### src/rtl/pe_ctrl_pkg.sv
// Shared types and default sizing for the PE output collection path.
package pe_ctrl_pkg;

  typedef enum logic {
    IDLE  = 1'b0,
    DRAIN = 1'b1
  } pe_state_t;

  localparam int DEF_GROUP_SIZE  = 4;
  localparam int DEF_BLOCK_COUNT = 4;
  localparam int DEF_DATA_WIDTH  = 16;

endpackage

### src/rtl/pe_wrap_counter.sv
// Enabled up-counter with synchronous active-low clear that wraps to zero after LIMIT.
module pe_wrap_counter #(
  parameter int               WIDTH = 2,
  parameter logic [WIDTH-1:0] LIMIT = '1
) (
  input  logic             clk,
  input  logic             sclr_n,
  input  logic             en,
  output logic [WIDTH-1:0] count
);

  always_ff @(posedge clk) begin
    if (!sclr_n) begin
      count <= '0;
    end else if (en) begin
      count <= (count == LIMIT) ? '0 : count + 1'b1;
    end
  end

endmodule

### src/rtl/pe_output_collector.sv
// Captures a full PE result group and serialises it one element per accepted beat,
// tracking element and block position within a frame.
module pe_output_collector
  import pe_ctrl_pkg::*;
#(
  parameter int O_PEGroupSize   = DEF_GROUP_SIZE,
  parameter int O_PEAddrWidth   = 2,
  parameter int BlockCount      = DEF_BLOCK_COUNT,
  parameter int BlockCountWidth = 3,
  parameter int DataWidth       = DEF_DATA_WIDTH
) (
  input  logic                               clk,
  input  logic                               sclr_n,
  input  logic                               PE_Valid,
  input  logic [O_PEGroupSize*DataWidth-1:0] PE_Data,
  output logic                               PE_Ready,
  output logic                               Out_Valid,
  input  logic                               Out_Ready,
  output logic [DataWidth-1:0]               Out_Data,
  output logic [O_PEAddrWidth-1:0]           Out_Addr,
  output logic [BlockCountWidth-1:0]         Out_Block,
  output logic                               Out_Last,
  output logic                               Frame_Done,
  output logic                               BLOCK_EQUAL_TO_ZERO,
  output logic                               BLOCK_EQUAL_TO_BLOCK_COUNT
);

  localparam logic [O_PEAddrWidth-1:0]   ELEM_LAST = O_PEAddrWidth'(O_PEGroupSize - 1);
  localparam logic [BlockCountWidth-1:0] BLK_LAST  = BlockCountWidth'(BlockCount - 1);

  pe_state_t                                state_p0;
  logic [O_PEGroupSize-1:0][DataWidth-1:0]  grp_p0;
  logic [O_PEAddrWidth-1:0]                 elem_ptr;
  logic [BlockCountWidth-1:0]               blk_cnt;
  logic                                     beat;
  logic                                     elem_last;
  logic                                     group_done;

  assign elem_last  = (elem_ptr == ELEM_LAST);
  assign Out_Valid  = sclr_n && (state_p0 == DRAIN);
  assign beat       = Out_Valid && Out_Ready;
  assign group_done = beat && elem_last;
  // A group may be refilled on the same edge its last element leaves, so no bubble.
  assign PE_Ready   = sclr_n && ((state_p0 == IDLE) || group_done);

  pe_wrap_counter #(
    .WIDTH (O_PEAddrWidth),
    .LIMIT (ELEM_LAST)
  ) u_elem_cnt (
    .clk    (clk),
    .sclr_n (sclr_n),
    .en     (beat),
    .count  (elem_ptr)
  );

  pe_wrap_counter #(
    .WIDTH (BlockCountWidth),
    .LIMIT (BLK_LAST)
  ) u_blk_cnt (
    .clk    (clk),
    .sclr_n (sclr_n),
    .en     (group_done),
    .count  (blk_cnt)
  );

  // Stage p0: group capture, state, and frame completion pulse.
  always_ff @(posedge clk) begin
    if (!sclr_n) begin
      state_p0   <= IDLE;
      grp_p0     <= '0;
      Frame_Done <= 1'b0;
    end else begin
      Frame_Done <= beat && Out_Last;
      case (state_p0)
        IDLE: begin
          if (PE_Valid) begin
            grp_p0   <= PE_Data;
            state_p0 <= DRAIN;
          end
        end
        DRAIN: begin
          if (group_done) begin
            if (PE_Valid) begin
              grp_p0 <= PE_Data;
            end else begin
              state_p0 <= IDLE;
            end
          end
        end
        default: state_p0 <= IDLE;
      endcase
    end
  end

  assign Out_Data                   = grp_p0[elem_ptr];
  assign Out_Addr                   = elem_ptr;
  assign Out_Block                  = blk_cnt;
  assign Out_Last                   = Out_Valid && elem_last && (blk_cnt == BLK_LAST);
  assign BLOCK_EQUAL_TO_ZERO        = (blk_cnt == '0);
  assign BLOCK_EQUAL_TO_BLOCK_COUNT = (blk_cnt == BLK_LAST);

endmodule

### config.mk
export PLATFORM = sky130hd
export DESIGN_NAME = pe_output_collector
export DESIGN_NICKNAME = d
export VERILOG_FILES = /design/src/rtl/pe_ctrl_pkg.sv /design/src/rtl/pe_wrap_counter.sv /design/src/rtl/pe_output_collector.sv
export SDC_FILE = /design/constraint.sdc
export NUM_CORES = 1
export LEC_CHECK = 0
export BUFFER_PORTS_ARGS = -buffer_cell sky130_fd_sc_hd__buf_2
export CAP_MARGIN = 15
export CORE_MARGIN = 8
export CORE_UTILIZATION = 50
export DETAILED_ROUTE_END_ITERATION = 6
export GPL_TIMING_DRIVEN = 0
export PLACE_DENSITY = 0.88
export SYNTH_ARGS = -nofsm -noshare
export SYNTH_HDL_FRONTEND = slang
export SYNTH_HIERARCHICAL = 1
export SYNTH_SLANG_ARGS = --single-unit
### constraint.sdc
create_clock -name clk -period 1.7 [get_ports clk]
set_clock_uncertainty 0.2 [all_clocks]
set_input_delay 0.34 -clock clk [delete_from_list [all_inputs] [get_ports clk]]
set_output_delay 0.34 -clock clk [all_outputs]
set_load 0.005 [all_outputs]
==> key figures, run 1 <==
Route
  • Number of vias per cell: 7.039
  • # DRC: 0
  • DRT Pass-1 Iters: 7
  • Final wirelength: 18690 um
  • Routed vias: 5758
  • Post-route ant nets: 0
  • DRT iter0 DRCs: 946
  • Routed wire per std cell: 22.85 um

Timing
  • RSZ-0062 raised after global routing: true
  • Fin crit share: 130.2%
  • Final TNS setup: -8.859 ns
  • Setup violations, final: 36
  • Minimum clock period: 2.214 ns
  • Hold Slack: 0.03220 ns
  • Setup WS post-layout: -0.5136 ns
  • Max_slew headroom: 64.03%
  • Final Hold Viols: 0
  • Max Transition Viols Final: 0
  • Worst Tran Pin Value: 0.5396 ns
  • Max Fclk: 451.8 MHz

Critical path
  • R2R Setup Slk: -0.21 ns
  • R2r endpoint: Frame_Done
  • Crit path buf inv count: 3
  • Slowest stage delay, CP: 0.54 ns
  • Crit path depth: 4
  • Critical path's top delay family: multiplexers
  • Reg-to-reg critical path startpoint: u_elem_cnt/count[0]
  • Worst Setup Start Kind: register
  • Setup crit end kind: primary output
  • Worst Reg2Reg Path Length in Cells: 11
  • WS Path Type: register to primary output
  • Critical Path, Cell by Cell: buf_12 > buf_16 > mux4_2 > buf_6
  • Worst EP arrival: 1.67 ns
  • WP data required: 1.16 ns
  • Critical Path Source: u_elem_cnt/count[0]
  • Worst Path Max Fanout: 5
  • Critical path's slowest cell: mux4_2
  • Critical Path End: Out_Data[14]

Placed design
  • Dpl cell area: 5201 um2
  • Placer congestion estimate: 0.9300
  • IO Port Bufs: 94
  • Dpl cells: 782
  • Dpl hpwl: 12130 um

Layout
  • Reg area: 1434 um2
  • Non-Filler Instances: 818
  • Filler Cells Inserted: 702
  • Multi-input logic area: 2773 um2
  • Fin nets: 772
  • Area growth from synthesis to layout: 26.01%
  • Layout cells sized above 1: 29.42%
  • # diodes: 0
  • Final core utilization: 63.93%
  • Final instance area: 5796 um2

CTS
  • Clk sinks: 71
  • CTS tree: yes
  • Clk_lat worst skew: 0.37 ns
  • CTS Buf Count: 9
  • CTS root buffer: clkbuf_8
  • Max clock buf depth: 2
  • H-tree depth: 3
  • Clock-pin slew on the worst setup and hold paths: 0.08 ns

Floorplanning
  • Rows: 35
  • Die X: 111.9 um
  • I/O pins: 95
  • Initial core utilization: 50.74%
  • Die Footprint: 12520 um2
  • Chip Height: 111.9 um
  • Core region area: 9065 um2

Status
  • Violated checks: negative setup slack
  • Status: complete, but fails checks

GRT
  • Antenna violations before repair: 0
  • Largest net degree at the start of global routing: 20
  • Vias in the first global route: 5435
  • Gr usage total: 27.99%
  • GRT Residual Overflow: 0
  • First-pass GRT wire length: 28080 um

Hold path
  • WHS Path Cells: 3
  • Hold Path Class: input pin to register

Run
  • Max Cap Violations: 0

Synthesis
  • Mapped cell area: 4599 um2
  • Synthesized instance count: 577
  • Synth warn: 6
  • Post-synth cell types: 28
  • Syn_nets: 647
  • Avg Inst Size Synth: 7.971 um2
  • Synthesized flop and latch total: 71
  • Sequential cell area fraction in the yosys report: 30.90%

Power and ir drop
  • Leakage power: 2.301 nW
  • Peak supply drop: 0.4306 mV
  • Power Density: 771.0 nW/um2
layout by cell type (no fill, tap or decap), drive strengths merged, types with 3 or more instances in the layout:
cell | synthesis | final
nor2b | 5 | 5
mux4 | 16 | 16
nand2 | 130 | 130
clkbuf | 28 | 43
bufinv | 0 | 3
nand4 | 129 | 129
o22ai | 64 | 64
nand2b | 3 | 3
nand3b | 65 | 65
dfxtp | 71 | 71
buf | 48 | 157
cell families after synthesis:
kind of cell	after synthesis	synth area share [%]
adders and majority gates	2	0.5440
and+or+nand+nor	340	41.21
AOI/OAI and AO/OA	69	9.412
DFF	71	30.90
buffers and inverters	77	8.841
muxes	18	9.086
Yosys cell counts:
cell type / number / area share, %
nor2_1: 1 / 0.082
a21boi_1: 2 / 0.33
ha_1: 2 / 0.54
nor2b_1: 5 / 0.68
mux4_1: 10 / 5.7
inv_1: 1 / 0.082
buf_1: 4 / 0.33
buf_2: 31 / 3.4
buf_6: 8 / 2.0
o21a_1: 1 / 0.16
clkbuf_1: 28 / 2.3
mux2i_1: 2 / 0.44
nand2_1: 130 / 11
mux4_2: 6 / 2.9
nor3_1: 1 / 0.11
nand4_1: 128 / 17
a21oi_1: 2 / 0.22
o22ai_1: 64 / 8.7
nor3b_2: 1 / 0.27
buf_4: 5 / 0.82
dfxtp_1: 71 / 31
and3_1: 2 / 0.27
nand4_2: 1 / 0.27
nand2b_1: 3 / 0.41
and4_1: 1 / 0.19
nand3b_1: 65 / 11
and3b_1: 1 / 0.19
nand3_1: 1 / 0.11
worst reg2reg max path, stage by stage, from the launching register on:
cell,delay [ns]
dfxtp_4,0.36
buf_12,0.13
buf_16,0.12
buf_4,0.14
nand3_4,0.08
buf_4,0.14
buf_4,0.12
buf_4,0.12
buf_4,0.12
buf_4,0.12
buf_4,0.12
nor2b_1,0.09
state kept, by name (all words and copies together) (netlist names):
name,flops
grp_p0,64
u_blk_cnt/count,3
u_elem_cnt/count,2
Frame_Done,1
state_p0,1
layout make-up:
| type | count | area share (%) |
|---|---|---|
| multi-input combinational | 429 | 47.84 |
| inverter | 1 | 0.06477 |
| sequential | 71 | 24.74 |
| clock inverter | 6 | 1.857 |
| tap | 111 | 2.396 |
| timing repair buffer | 117 | 12.24 |
| buffer | 73 | 8.484 |
| clock buffer | 10 | 2.375 |
metal layers:
metal	GRT usage (%)	up-vias	wire length (um)
met5	0	-	0
met4	15.04	0	1182
met3	9.470	131	2473
met2	44.39	532	8485
met1	32.73	2655	6548
li1	-	2440	-
stage by stage:
| step | power [W] | worst slack (ns) |
|---|---|---|
| floorplan | 0.002330 | 0.001791 |
| global placement | 0.002621 | -0.3289 |
| detailed placement | 0.002654 | -0.3567 |
| CTS | 0.004360 | -0.4792 |
| global route | 0.004559 | -0.5412 |
| finish | 0.004469 | -0.5136 |
repair_timing:
action / in CTS / in global routing
cloned: 1 / 1
pin swaps: 0 / 3
endpoints found under the setup margin: 20 / 74
gates resized for setup: 30 / 35
setup buffers: 15 / 8
hold buffers: 0 / 0
worst min path at each step:
stage	slack (ns)	to	start
finish	0.03	grp_p0[42]	PE_Data[42]
global placement	0.26	u_blk_cnt/count[2]	u_blk_cnt/count[2]
CTS	0.04	grp_p0[44]	PE_Data[44]
global route	0.04	grp_p0[31]	PE_Data[31]
detailed placement	0.28	u_blk_cnt/count[2]	u_blk_cnt/count[2]
floorplan	0.26	u_elem_cnt/count[0]	sclr_n
where the power goes:
group	internal [W]	switching (W)	leakage [nW]
clock network	0.00101	0.000715	0.122
logic	0.000355	0.000470	1.59
registers	0.00178	0.000144	0.587
total	0.00314	0.00133	2.30
No activity file was read; power rests on OpenSTA's default activity.
==> inputs of run 2 (changes only) <==
Settings changed: CORE_UTILIZATION 50 to 56, PLACE_DENSITY 0.88 to 0.92.
Clock period 1.7 ns to 2.17 ns, I/O delays scaled along.
==> run 2 against run 1 <==
Compared with the run above:
- the run still ends with negative setup slack left
- clock-buffer cell count is the same
- setup slack gained 0.33 ns
- routed wire length shrank 6.6%
- global-route usage grew 1.2 points
- clock power shrank 21%
- sequential power shrank 22%
- via count shrank 1.4%
- cell area shrank 2.7%
- non-clock buffer count shrank 6
- first-iteration DRC count shrank 11%
- largest cell class unchanged
==> key figures, run 2 (synthesized netlist as in run 1, its figures left out) <==
Status
  • Status: complete, but fails checks (unchanged)
  • Violated checks: negative setup slack (unchanged)

CTS
  • Hold_buf cts: 0 (unchanged)
  • Clk_lat worst skew: 0.36 ns (was 0.37 ns)
  • Max clock buf depth: 2 (unchanged)
  • Clk sinks: 71 (unchanged)
  • H-tree depth: 3 (unchanged)
  • CTS Buf Count: 9 (unchanged)
  • CTS tree: yes (unchanged)
  • Clock-pin slew on the worst setup and hold paths: 0.09 ns (was 0.08 ns)
  • CTS root buffer: clkbuf_8 (unchanged)

Route
  • Routed vias: 5677 (was 5758)
  • DRT Pass-1 Iters: 7 (unchanged)
  • DRT iter0 DRCs: 846 (was 946)
  • # DRC: 0 (unchanged)
  • Final wirelength: 17450 um (was 18690 um)
  • Post-route ant nets: 0 (unchanged)
  • Number of vias per cell: 7.052 (was 7.039)
  • Routed wire per std cell: 21.67 um (was 22.85 um)

GRT
  • Gr usage total: 29.18% (was 27.99%)
  • Largest net degree at the start of global routing: 20 (unchanged)
  • Antenna violations before repair: 1 (was 0)
  • Vias in the first global route: 5311 (was 5435)
  • GRT Residual Overflow: 0 (unchanged)
  • First-pass GRT wire length: 27000 um (was 28080 um)

Critical path
  • Worst EP arrival: 1.72 ns (was 1.67 ns)
  • Setup crit end kind: primary output (unchanged)
  • WS Path Type: register to primary output (unchanged)
  • WP data required: 1.54 ns (was 1.16 ns)
  • Worst Path Max Fanout: 6 (was 5)
  • Worst Setup Start Kind: register (unchanged)

Floorplanning
  • Core region area: 8093 um2 (was 9065 um2)
  • Die X: 106.6 um (was 111.9 um)
  • Chip Height: 106.6 um (was 111.9 um)
  • I/O pins: 95 (unchanged)
  • Rows: 33 (was 35)
  • Initial core utilization: 56.83% (was 50.74%)
  • Die Footprint: 11370 um2 (was 12520 um2)

Timing
  • Max Fclk: 425.5 MHz
  • Final Hold Viols: 0 (unchanged)
  • Max_slew headroom: 65.64% (was 64.03%)
  • Max Transition Viols Final: 0 (unchanged)
  • Setup violations, final: 16 (was 36)
  • Minimum clock period: 2.350 ns
  • Setup WS post-layout: -0.1799 ns (was -0.5136 ns)
  • RSZ-0062 raised after global routing: true (unchanged)
  • Fin crit share: 108.3%
  • Worst Tran Pin Value: 0.5154 ns (was 0.5396 ns)

Power and ir drop
  • Tot Pwr: 0.003471 W (was 0.004469 W)
  • Register share of total power: 43.2% (was 43.0%)
  • Sw Ratio: 29.62% (was 29.74%)
  • Power Density: 615.6 nW/um2 (was 771.0 nW/um2)
  • Peak supply drop: 0.3238 mV (was 0.4306 mV)
  • Psw: 0.001028 W (was 0.001329 W)
  • Clock Power Share: 39.1% (was 38.6%)
  • Logic pwr share: 17.7% (was 18.5%)
  • Leakage power: 2.230 nW (was 2.301 nW)
  • Internal: 0.002443 W (was 0.003140 W)

Run
  • Max Cap Violations: 0 (unchanged)

Hold path
  • Hold Path Class: input pin to register (unchanged)

Placed design
  • Dpl cell area: 5201 um2 (unchanged)
  • Pre-CTS setup slack: -0.09501 ns (was -0.3567 ns)
  • Placer congestion estimate: 0.9684 (was 0.9300)
  • IO Port Bufs: 94 (unchanged)
  • Dpl hpwl: 11740 um (was 12130 um)

Layout
  • # diodes: 0 (unchanged)
  • Fin nets: 766 (was 772)
  • Final instance area: 5638 um2 (was 5796 um2)
  • Commonest non-fill, non-tap cell in the layout: nand2_1 (unchanged)
  • Area growth from synthesis to layout: 22.58% (was 26.01%)
  • Max reg flops: 64 (unchanged)
  • Layout cells sized above 1: 26.86% (was 29.42%)
  • Commonest cells after routing, fill and taps aside: nand2_1 (130), nand4_1 (128), buf_2 (118) (was nand2_1 (129), nand4_1 (128), buf_2 (105))
  • Top Registers: grp_p0 x64, u_blk_cnt/count x3, u_elem_cnt/count x2 (unchanged)
  • Final core utilization: 69.67% (was 63.93%)
  • Largest Register: grp_p0 (unchanged)
-- run 2: cell type report --
cell class	instances	area, um2
buffer	72	435.4
clock buffer	10	137.6
clock inverter	5	106.4
fill	634	2455
inverter	1	3.754
multi-input combinational	429	2746
sequential	71	1429
tap	105	131.4
timing repair buffer	112	648.1
-- run 2: critical path, cell delays in order (launching register included) --
cell	delay, ns
dfxtp_4	0.40
buf_12	0.14
buf_6	0.10
mux4_2	0.55
buf_2	0.16
-- run 2: per-stage QoR --
stage	cells	hold WS, ns	TNS, ns
6_report	805	0.1360	-2.052
5_1_grt	805	0.1361	-2.334
2_1_floorplan	577	0.2573	0
4_1_cts	795	0.1371	-1.508
3_3_place_gp	776	0.2508	-0.1847
3_5_place_dp	776	0.2858	-0.4832
-- run 2: timing repair --
item,4_1_cts,5_1_grt
pin swaps,0,1
buffers inserted,7,9
endpoints found under the setup margin,19,18
resized for setup,22,10
cloned,0,2
-- run 2: path summary, 6_finish.rpt --
check / from / to / slack, ns / depth (start not counted)
worst max-delay path: u_elem_cnt/count[0] / Out_Data[5] / -0.18 / 4
worst min-delay path: PE_Data[53] / grp_p0[53] / 0.14 / 3
worst max register to register: u_elem_cnt/count[0] / grp_p0[55] / 0.34 / 7
worst min register to register: u_blk_cnt/count[2] / u_blk_cnt/count[2] / 0.31 / 2
-- run 2: layer usage --
layer / track usage (%) / up-vias / part of all wire [%]
met5: 0 / - / 0.063
met3: 8.578 / 123 / 14
met2: 45.29 / 523 / 44
met4: 13.87 / 2 / 5.7
met1: 36.47 / 2605 / 36
li1: - / 2424 / -
-- run 2: power groups by stage --
stage | clock network (W) | registers [W] | logic [W]
after floorplan | 0 | 0.00147 | 0.000356
after global placement | 0 | 0.00151 | 0.000542
after detailed placement | 0 | 0.00151 | 0.000559
after CTS | 0.00133 | 0.00148 | 0.000578
after global routing | 0.00139 | 0.00150 | 0.000657
final | 0.00136 | 0.00150 | 0.000614
==> inputs of run 3 (changes only) <==
Settings changed: REMOVE_ABC_BUFFERS set to 1.
==> run 3 against run 2 <==
Compared with the run above:
- the flow still finishes with violations (negative setup slack)
- routed wire length shrank 19%
- critical path depth down 1
- hold slack improved by 0.0096 ns
- die area unchanged
- critical path type unchanged
==> key figures, run 3 (synthesized netlist as in run 1, its figures left out) <==
Floorplanning
  • Initial core utilization: 56.83% (unchanged)
  • I/O pins: 95 (unchanged)
  • Core region area: 8093 um2 (unchanged)
  • Die Footprint: 11370 um2 (unchanged)
  • Rows: 33 (unchanged)
  • Die X: 106.6 um (unchanged)
  • Chip Height: 106.6 um (unchanged)

Timing
  • Minimum clock period: 2.198 ns (was 2.350 ns)
  • Max Transition Viols Final: 0 (unchanged)
  • Final Hold Viols: 0 (unchanged)
  • Worst Tran Pin Value: 0.5750 ns (was 0.5154 ns)
  • Max_slew headroom: 61.67% (was 65.64%)
  • RSZ-0062 raised after global routing: true (unchanged)
  • Setup WS post-layout: -0.02768 ns (was -0.1799 ns)
  • Fin crit share: 101.3% (was 108.3%)
  • Setup violations, final: 12 (was 16)
  • Max Fclk: 455.0 MHz (was 425.5 MHz)

Route
  • Final wirelength: 14140 um (was 17450 um)
  • # DRC: 0 (unchanged)
  • Number of vias per cell: 6.742 (was 7.052)
  • M1 WL: 5683 um (was 6235 um)
  • Post-route ant nets: 0 (unchanged)
  • DRT Pass-1 Iters: 6 (was 7)
  • Routed wire per std cell: 19.29 um (was 21.67 um)
  • Routed vias: 4942 (was 5677)
  • DRT iter0 DRCs: 501 (was 846)
  • Highest routed layer: met4 (was met5)
  • DR WL met3: 1377 um (was 2479 um)
  • Met2 WL: 6740 um (was 7722 um)

CTS
  • Max clock buf depth: 2 (unchanged)
  • CTS root buffer: clkbuf_8 (unchanged)
  • Clock-pin slew on the worst setup and hold paths: 0.08 ns (was 0.09 ns)
  • Clk sinks: 71 (unchanged)
  • H-tree depth: 3 (unchanged)
  • Clk_lat worst skew: 0.33 ns (was 0.36 ns)
  • CTS Buf Count: 9 (unchanged)
  • CTS tree: yes (unchanged)

Power and ir drop
  • Peak supply drop: 0.3567 mV (was 0.3238 mV)
  • Tot Pwr: 0.003264 W (was 0.003471 W)
  • Leakage power: 2.070 nW (was 2.230 nW)
  • Power Density: 608.6 nW/um2 (was 615.6 nW/um2)

Layout
  • Multi-input logic area: 2765 um2 (was 2746 um2)
  • Commonest cells after routing, fill and taps aside: nand2_1 (130), nand4_1 (128), buf_2 (91) (was nand2_1 (130), nand4_1 (128), buf_2 (118))
  • Non-Filler Instances: 733 (was 805)
  • Top Registers: grp_p0 x64, u_blk_cnt/count x3, u_elem_cnt/count x2 (unchanged)
  • Final core utilization: 66.28% (was 69.67%)
  • Layout cells sized above 1: 23.89% (was 26.86%)
  • Max reg flops: 64 (unchanged)
  • # diodes: 0 (unchanged)
  • Reg area: 1433 um2 (was 1429 um2)
  • Filler Cells Inserted: 674 (was 634)
  • Area growth from synthesis to layout: 16.62% (was 22.58%)
  • Commonest non-fill, non-tap cell in the layout: nand2_1 (unchanged)
  • Fin nets: 693 (was 766)
  • Largest Register: grp_p0 (unchanged)
  • Final instance area: 5364 um2 (was 5638 um2)

Placed design
  • Placer congestion estimate: 0.7280 (was 0.9684)
  • Dpl cells: 707 (was 776)
  • Dpl cell area: 4984 um2 (was 5201 um2)
  • Pre-CTS setup slack: -0.9617 ns (was -0.09501 ns)
  • IO Port Bufs: 94 (unchanged)
  • Dpl hpwl: 7955 um (was 11740 um)

GRT
  • Largest net degree at the start of global routing: 136 (was 20)
  • Antenna violations before repair: 0 (was 1)
  • GRT Residual Overflow: 0 (unchanged)
  • Gr usage total: 22.95% (was 29.18%)
  • First-pass GRT wire length: 21810 um (was 27000 um)
  • Vias in the first global route: 4427 (was 5311)

Critical path
  • Worst EP arrival: 1.56 ns (was 1.72 ns)
  • WS Path Type: register to primary output (unchanged)
  • Worst Setup Start Kind: register (unchanged)
  • Critical path's top delay family: multiplexers (unchanged)
  • Worst Reg2Reg Path Length in Cells: 4 (was 7)
  • Critical Path End: Out_Data[15] (was Out_Data[5])
  • Setup crit end kind: primary output (unchanged)
  • Critical Path Source: u_elem_cnt/count[0] (unchanged)
  • Worst Path Max Fanout: 5 (was 6)
  • Slowest stage delay, CP: 0.51 ns (was 0.55 ns)
  • R2R Setup Slk: 0.13 ns (was 0.34 ns)
  • R2r endpoint: grp_p0[36] (was grp_p0[55])
  • Crit path depth: 3 (was 4)
  • Reg-to-reg critical path startpoint: state_p0 (was u_elem_cnt/count[0])
  • Critical path's slowest cell: mux4_2 (unchanged)
  • Crit path buf inv count: 2 (was 3)
  • WP data required: 1.54 ns (about the same)
  • Critical Path, Cell by Cell: buf_6 > mux4_2 > buf_2 (was buf_12 > buf_6 > mux4_2 > buf_2)

Status
  • Status: complete, but fails checks (unchanged)
  • Violated checks: negative setup slack (unchanged)

Run
  • Max Cap Violations: 0 (unchanged)

Hold path
  • Hold Path Class: input pin to register (unchanged)
==> run 3: changes by cell type in the layout (fill, tap and decap cells not counted), moves of 4 or more <==
cell and change:
buf_2 -27, clkbuf_1 -28, buf_16 +4, buf_4 -13
buf_6 -7, buf_1 -4
==> run 3: tightest hold or removal path: cells and delay by family <==
family	cells	cell delay (ns)
simple gates	2	0.15
buf+inv	1	0.08
==> run 3: final cells by class <==
class | count | share of cell area (%)
tap | 105 | 2.449
multi-input combinational | 430 | 51.55
inverter | 1 | 0.06998
sequential | 71 | 26.71
timing repair buffer | 110 | 14.91
clock buffer | 11 | 2.822
clock inverter | 5 | 1.493
==> run 3: timing repair <==
| action | in CTS | in global routing |
|---|---|---|
| pin swaps | 2 | 0 |
| gates resized for setup | 22 | 1 |
| setup endpoints to repair | 88 | 48 |
| hold buffers | 0 | 0 |
| buffers inserted | 6 | 0 |
| gates cloned | 2 | 2 |
==> run 3: report_power, final <==
part / switching [W] / total, W / leakage [nW] / internal (W)
Sequential: 0.0000866 / 0.00148 / 0.585 / 0.00139
Combinational: 0.000300 / 0.000559 / 1.37 / 0.000260
Clock: 0.000519 / 0.00123 / 0.112 / 0.000709
==> run 3: how the worst min path moves through the flow <==
stage	end	cells after the start	from	slack, ns
after floorplan	u_blk_cnt/count[2]	2	u_blk_cnt/count[2]	0.26
after global routing	grp_p0[11]	3	PE_Data[11]	0.14
after global placement	u_blk_cnt/count[2]	2	u_blk_cnt/count[2]	0.25
after detailed placement	u_blk_cnt/count[2]	2	u_blk_cnt/count[2]	0.27
after CTS	grp_p0[6]	3	PE_Data[6]	0.14
final	grp_p0[10]	3	PE_Data[10]	0.15
==> run 3: metrics by stage <==
stage / hold slack, ns / setup TNS (ns)
after floorplan: 0.2573 / -73.23
after global placement: 0.2539 / -291.89
after detailed placement: 0.2708 / -58.99
after CTS: 0.1352 / -0.1932
after global routing: 0.1447 / -0.7809
final: 0.1457 / -0.1522
==> run 3: per-layer routing <==
| layer | track usage, % | vias to the layer above |
|---|---|---|
| met3 | 6.059 | 35 |
| met4 | 8.241 | 0 |
| met2 | 36.81 | 294 |
| met5 | 0 | - |
| li1 | - | 2290 |
| met1 | 29.07 | 2323 |
